--- src/rtl/calc_controller.sv ---
// calc_controller: top-level sequencing FSM for the calculator datapath.
// Captures operand A and the opcode, then operand B, from the switches on
// successive enter presses. It then launches the arithmetic unit with a
// one-cycle start pulse and waits for done, giving up after a bounded
// number of cycles.
//
// Ports:
//   clk, rst          - system clock, asynchronous active-high reset
//   btn_enter         - debounced single-cycle pulse, advances entry
//   btn_clear         - debounced single-cycle pulse, aborts to ENTER_A
//   sw, op_in         - operand and opcode switches
//   alu_done          - arithmetic unit completion (level), sampled only in WAIT_ALU
//   operand_a/b       - registered operands
//   op_code           - registered opcode
//   alu_start         - single-cycle launch pulse
//   en1/en2/en3       - one-hot display source selects (A, B, result)
//   result_valid      - result on display is valid
//   error             - arithmetic unit timed out
//   state_dbg         - encoded state for LEDs/ILA
module calc_controller #(
    parameter int unsigned WIDTH          = 6,
    parameter int unsigned TIMEOUT_CYCLES = 255
) (
    input  logic             clk,
    input  logic             rst,
    input  logic             btn_enter,
    input  logic             btn_clear,
    input  logic [WIDTH-1:0] sw,
    input  logic [1:0]       op_in,
    input  logic             alu_done,
    output logic [WIDTH-1:0] operand_a,
    output logic [WIDTH-1:0] operand_b,
    output logic [1:0]       op_code,
    output logic             alu_start,
    output logic             en1,
    output logic             en2,
    output logic             en3,
    output logic             result_valid,
    output logic             error,
    output logic [2:0]       state_dbg
);

    localparam int unsigned CntW = $clog2(TIMEOUT_CYCLES + 1);
    localparam logic [CntW-1:0] CntLast = CntW'(TIMEOUT_CYCLES - 1);

    typedef enum logic [2:0] {
        StEnterA  = 3'd0,
        StEnterB  = 3'd1,
        StWaitAlu = 3'd2,
        StShowRes = 3'd3,
        StError   = 3'd4
    } state_e;

    state_e            state_q, state_d;
    logic [WIDTH-1:0]  operand_a_q, operand_a_d;
    logic [WIDTH-1:0]  operand_b_q, operand_b_d;
    logic [1:0]        op_code_q, op_code_d;
    logic              alu_start_q, alu_start_d;
    logic              result_valid_q, result_valid_d;
    logic              error_q, error_d;
    logic [CntW-1:0]   counter_q, counter_d;

    always_comb begin
        state_d        = state_q;
        operand_a_d    = operand_a_q;
        operand_b_d    = operand_b_q;
        op_code_d      = op_code_q;
        alu_start_d    = 1'b0;  // launch pulse lasts exactly one cycle
        result_valid_d = result_valid_q;
        error_d        = error_q;
        counter_d      = counter_q;

        if (btn_clear) begin
            // Clear outranks enter and done in the same cycle.
            state_d        = StEnterA;
            operand_a_d    = '0;
            operand_b_d    = '0;
            op_code_d      = '0;
            result_valid_d = 1'b0;
            error_d        = 1'b0;
            counter_d      = '0;
        end else begin
            unique case (state_q)
                StEnterA: begin
                    if (btn_enter) begin
                        operand_a_d = sw;
                        op_code_d   = op_in;
                        state_d     = StEnterB;
                    end
                end
                StEnterB: begin
                    if (btn_enter) begin
                        operand_b_d = sw;
                        counter_d   = '0;
                        alu_start_d = 1'b1;
                        state_d     = StWaitAlu;
                    end
                end
                StWaitAlu: begin
                    // Done wins over a timeout landing in the same cycle.
                    if (alu_done) begin
                        result_valid_d = 1'b1;
                        state_d        = StShowRes;
                    end else if (counter_q == CntLast) begin
                        error_d = 1'b1;
                        state_d = StError;
                    end else begin
                        counter_d = counter_q + CntW'(1);
                    end
                end
                StShowRes: begin
                    if (btn_enter) begin
                        result_valid_d = 1'b0;
                        state_d        = StEnterA;
                    end
                end
                StError: begin
                    if (btn_enter) begin
                        error_d = 1'b0;
                        state_d = StEnterA;
                    end
                end
                default: state_d = StEnterA;
            endcase
        end
    end

    always_ff @(posedge clk or posedge rst) begin
        if (rst) begin
            state_q        <= StEnterA;
            operand_a_q    <= '0;
            operand_b_q    <= '0;
            op_code_q      <= '0;
            alu_start_q    <= 1'b0;
            result_valid_q <= 1'b0;
            error_q        <= 1'b0;
            counter_q      <= '0;
        end else begin
            state_q        <= state_d;
            operand_a_q    <= operand_a_d;
            operand_b_q    <= operand_b_d;
            op_code_q      <= op_code_d;
            alu_start_q    <= alu_start_d;
            result_valid_q <= result_valid_d;
            error_q        <= error_d;
            counter_q      <= counter_d;
        end
    end

    // Display selects are decoded purely from the state register, so they
    // are glitch-free with respect to inputs and always one-hot. WAIT_ALU
    // keeps showing operand B so a stale result never appears.
    assign en1 = (state_q == StEnterA);
    assign en2 = (state_q == StEnterB) || (state_q == StWaitAlu);
    assign en3 = (state_q == StShowRes) || (state_q == StError);

    assign operand_a    = operand_a_q;
    assign operand_b    = operand_b_q;
    assign op_code      = op_code_q;
    assign alu_start    = alu_start_q;
    assign result_valid = result_valid_q;
    assign error        = error_q;
    assign state_dbg    = state_q;

endmodule

--- config.mk ---
export PLATFORM = sky130hd
export DESIGN_NAME = calc_controller
export DESIGN_NICKNAME = d
export VERILOG_FILES = /design/src/rtl/calc_controller.sv
export SDC_FILE = /design/constraint.sdc
export NUM_CORES = 1
export LEC_CHECK = 0
export BUFFER_PORTS_ARGS = -buffer_cell sky130_fd_sc_hd__buf_2
export CAP_MARGIN = 30
export CELL_PAD_IN_SITES_DETAIL_PLACEMENT = 1
export CELL_PAD_IN_SITES_GLOBAL_PLACEMENT = 2
export CORE_MARGIN = 10
export CORE_UTILIZATION = 33
export DETAILED_ROUTE_END_ITERATION = 8
export PLACE_DENSITY = 0.87
export SETUP_SLACK_MARGIN = 0.2
export SYNTH_ARGS = -nofsm -noshare
export SYNTH_HDL_FRONTEND = slang
export SYNTH_SLANG_ARGS = --single-unit
--- constraint.sdc ---
create_clock -name clk -period 4.65 [get_ports clk]
set_input_delay 0.465 -clock clk [delete_from_list [all_inputs] [get_ports clk]]
set_output_delay 0.465 -clock clk [all_outputs]
set_load 0.02 [all_outputs]
==> flow_summary.ini <==
[synth]
syn_avg_cell_area_um2 = 9.14
netlist_instances = 156
syn_area_mm2 = 0.00143
synth_top_area_share_pct = 49.1
synthTopCellsByCount = 28 x dfrtp_1, 24 x nand2_1, 12 x a21oi_1, 12 x nor2_1, 10 x nand3_1
yosys_warnings = 0
ys.flop_type = dfrtp_1
yosys.area.top_type = dfrtp_1
yosysSeqAreaShare_pct = 49.1
synthArstFlopShare_pct = 100
synthDistinctLibCells = 35
synth_edf_count = 0
ys_ff_latch = 28
synth_fp_nets = 171
synthTopCellsByArea = dfrtp_1 49%, nand2_1 6.3%, a21oi_1 4.2%
yosys.cell_count.top_type = dfrtp_1

[global_route]
grt_antenna_before_repair = 0
globalRoute.totalOverflow = 0
grt_busiest_layer = met2
globalRouteMet3Util_pct = 3.22
grt_pass1_wl_um = 6910
grt_max_degree = 25
met1_usage_pct = 14.5
grtUsageTotal_pct = 11.3
met2_usage_pct = 17.7
grt_pass1_vias = 1377

[routing]
dr.pass1.iters = 4
via_per_inst = 5.22
antenna_left = 0
drc = 0
drt_iter0_drc = 97
routedWlPerCell_um = 17.1
vias = 1248
wirelength_um = 4080

[worst_setup_path]
crit_fanout = 18
arrival_ps = 2240
startpoint_type = register
cp-end-kind = register
crit_required_ps = 4820
critical_path_class = reg -> reg

[sta]
final-setup-viol-count = 0
period_minus_slack_ps = 2060
hold_viol = 0
worst_pin_slew_ps = 942
fin_tns_setup_ps = 0
slew_viol_final = 0
setup_ws_ps = 2590
slew_headroom_pct = 36.8
fin_hold_ws_ps = 205
clock.fmax_ghz = 0.484
rsz0062_at_grt = false
fin_crit_sh_pct = 44.4
finClkSkew_ps = 1.63

[die]
fp.coreArea_mm2 = 0.00409
die-area_mm2 = 0.00735
die_h_um = 85.7
die_w_um = 85.7
rows = 23
start_util_pct = 34.9
io_pins = 36

[cells_and_area]
n_antenna_cell = 0
drive_above_1_share_pct = 22.8
syn2layout_area_growth_pct = 21.8
layout.nets = 205

[clock_tree]
cts_buffer_depth = 2
worstSkewPairLatency_ps = 270
cts_setup_buffers = 0
postCtsHoldBufs = 0
cts_htree_levels = 1
numCtsBuffers = 3
cts_tree = done
cts_resized = 0
root_buffer = clkbuf_8
clock_sinks = 28
clk_pin_slew_worst_paths_ps = 100

[place]
port_buffers = 35
hpwl_um = 3130
gp_congestion = 0.831
dp_worst_setup_slack_ps = 2560

[power]
p_int_uw = 408
swShare_pct = 28.3
ir_drop_uv = 113
p_sw_uw = 161
power_density_mw_per_mm2 = 328
p_seq_share_pct = 47.3
p_clk_share_pct = 34.0
p_comb_share_pct = 18.7
leakage_nw = 0.809

[run]
cap_viol_max_count = 0

[worst_hold_path]
min_path_type = in -> async

[run_status]
outcome = finished clean
-- metal layers --
metal | part of all wire (%) | routed length (um) | up-vias
met4 | 0.47 | 19 | 0
met3 | 4.9 | 198 | 2
met1 | 47 | 1900 | 610
met5 | 0 | 0 | -
met2 | 48 | 1960 | 19
li1 | - | - | 617
-- kinds of logic (layout without fill, tap and decap cells) --
logic type	after synthesis	in the layout	synth area share (%)
xor+xnor	1	1	0.614
compound gates	33	33	15.3
fa+ha+maj	2	2	1.75
buf+inv	15	48	3.95
flops	28	28	49.1
mux	7	7	5.00
simple gates	70	70	24.3
-- stage by stage --
step | utilization (%) | std cells | instance area (um2) | power [mW]
detailed placement | 40.8 | 235 | 1670 | 0.383
floorplan | - | 156 | 1430 | 0.340
finish | 42.5 | 239 | 1740 | 0.569
global route | 42.5 | 239 | 1740 | 0.606
CTS | 42.5 | 239 | 1740 | 0.577
global placement | 40.1 | 234 | 1640 | 0.375
-- power groups by stage --
stage	Clock [mW]	Combinational, mW	Sequential, mW
2_1_floorplan	0	0.0585	0.282
3_3_place_gp	0	0.102	0.273
3_5_place_dp	0	0.108	0.274
4_1_cts	0.199	0.108	0.270
5_1_grt	0.215	0.118	0.272
6_report	0.193	0.107	0.269
-- critical path, cell delays in order (launching register included) --
cell	delay (ps)
dfrtp_1	650
and3b_1	230
o21ai_0	280
o31a_1	420
mux2_2	380
-- flip-flops by register name (all words and copies together), names as in the netlist --
| signal | flops |
|---|---|
| alu_start | 1 |
| counter_q | 8 |
| error | 1 |
| op_code | 2 |
| operand_a | 6 |
| operand_b | 6 |
| result_valid | 1 |
| state_dbg | 3 |
-- placed cells by master (no fill, tap or decap) --
| master | synthesis | final |
|---|---|---|
| o211ai_1 | 4 | 4 |
| mux2_2 | 1 | 1 |
| nor2_1 | 12 | 12 |
| a41oi_1 | 1 | 1 |
| or2_1 | 1 | 1 |
| and3b_1 | 1 | 1 |
| or4b_4 | 1 | 1 |
| xnor2_1 | 1 | 1 |
| clkbuf_8 | 0 | 3 |
| o31ai_1 | 1 | 1 |
| o311ai_0 | 1 | 1 |
| a211oi_1 | 3 | 3 |
| a21oi_1 | 12 | 12 |
| nor4b_1 | 1 | 1 |
| a2bb2oi_1 | 1 | 1 |
| mux2i_1 | 6 | 6 |
| nand3b_1 | 1 | 1 |
| nand3_1 | 10 | 10 |
| or3_1 | 3 | 3 |
| buf_2 | 0 | 35 |
| and4_1 | 1 | 1 |
| o21ai_0 | 4 | 4 |
| ha_1 | 2 | 2 |
| a2111oi_0 | 2 | 2 |
| bufinv_16 | 0 | 1 |
| nor2b_1 | 2 | 2 |
| o31a_1 | 1 | 1 |
| nor3_1 | 5 | 5 |
| buf_16 | 0 | 1 |
| nor3b_1 | 1 | 1 |
| a31oi_1 | 2 | 2 |
| nand2b_1 | 4 | 4 |
| o211ai_2 | 1 | 1 |
| nand2_1 | 24 | 24 |
| inv_1 | 8 | 8 |
| and3_1 | 3 | 3 |
| dfrtp_1 | 28 | 28 |
-- layout make-up --
class                      count  area (um2)
timing repair buffer          36         203
inverter                       8        30.0
multi-input combinational    113         669
clock buffer                   3        41.3
fill                         495        2350
clock inverter                 1        30.0
tap                           50        62.6
sequential                    28         701
-- final timing paths --
path	startpoint	to	slack, ps	depth (start not counted)
worst min register to register	counter_q[7]	counter_q[7]	490	1
worst min-delay path	rst	counter_q[6]	200	2
worst max register to register	state_dbg[0]	counter_q[1]	2590	4
max in group asynchronous	rst	alu_start	3980	3
min in group clk	op_in[0]	op_code[0]	410	3
worst max-delay path	state_dbg[0]	counter_q[1]	2590	4
Power figures use the tool's default switching activity.
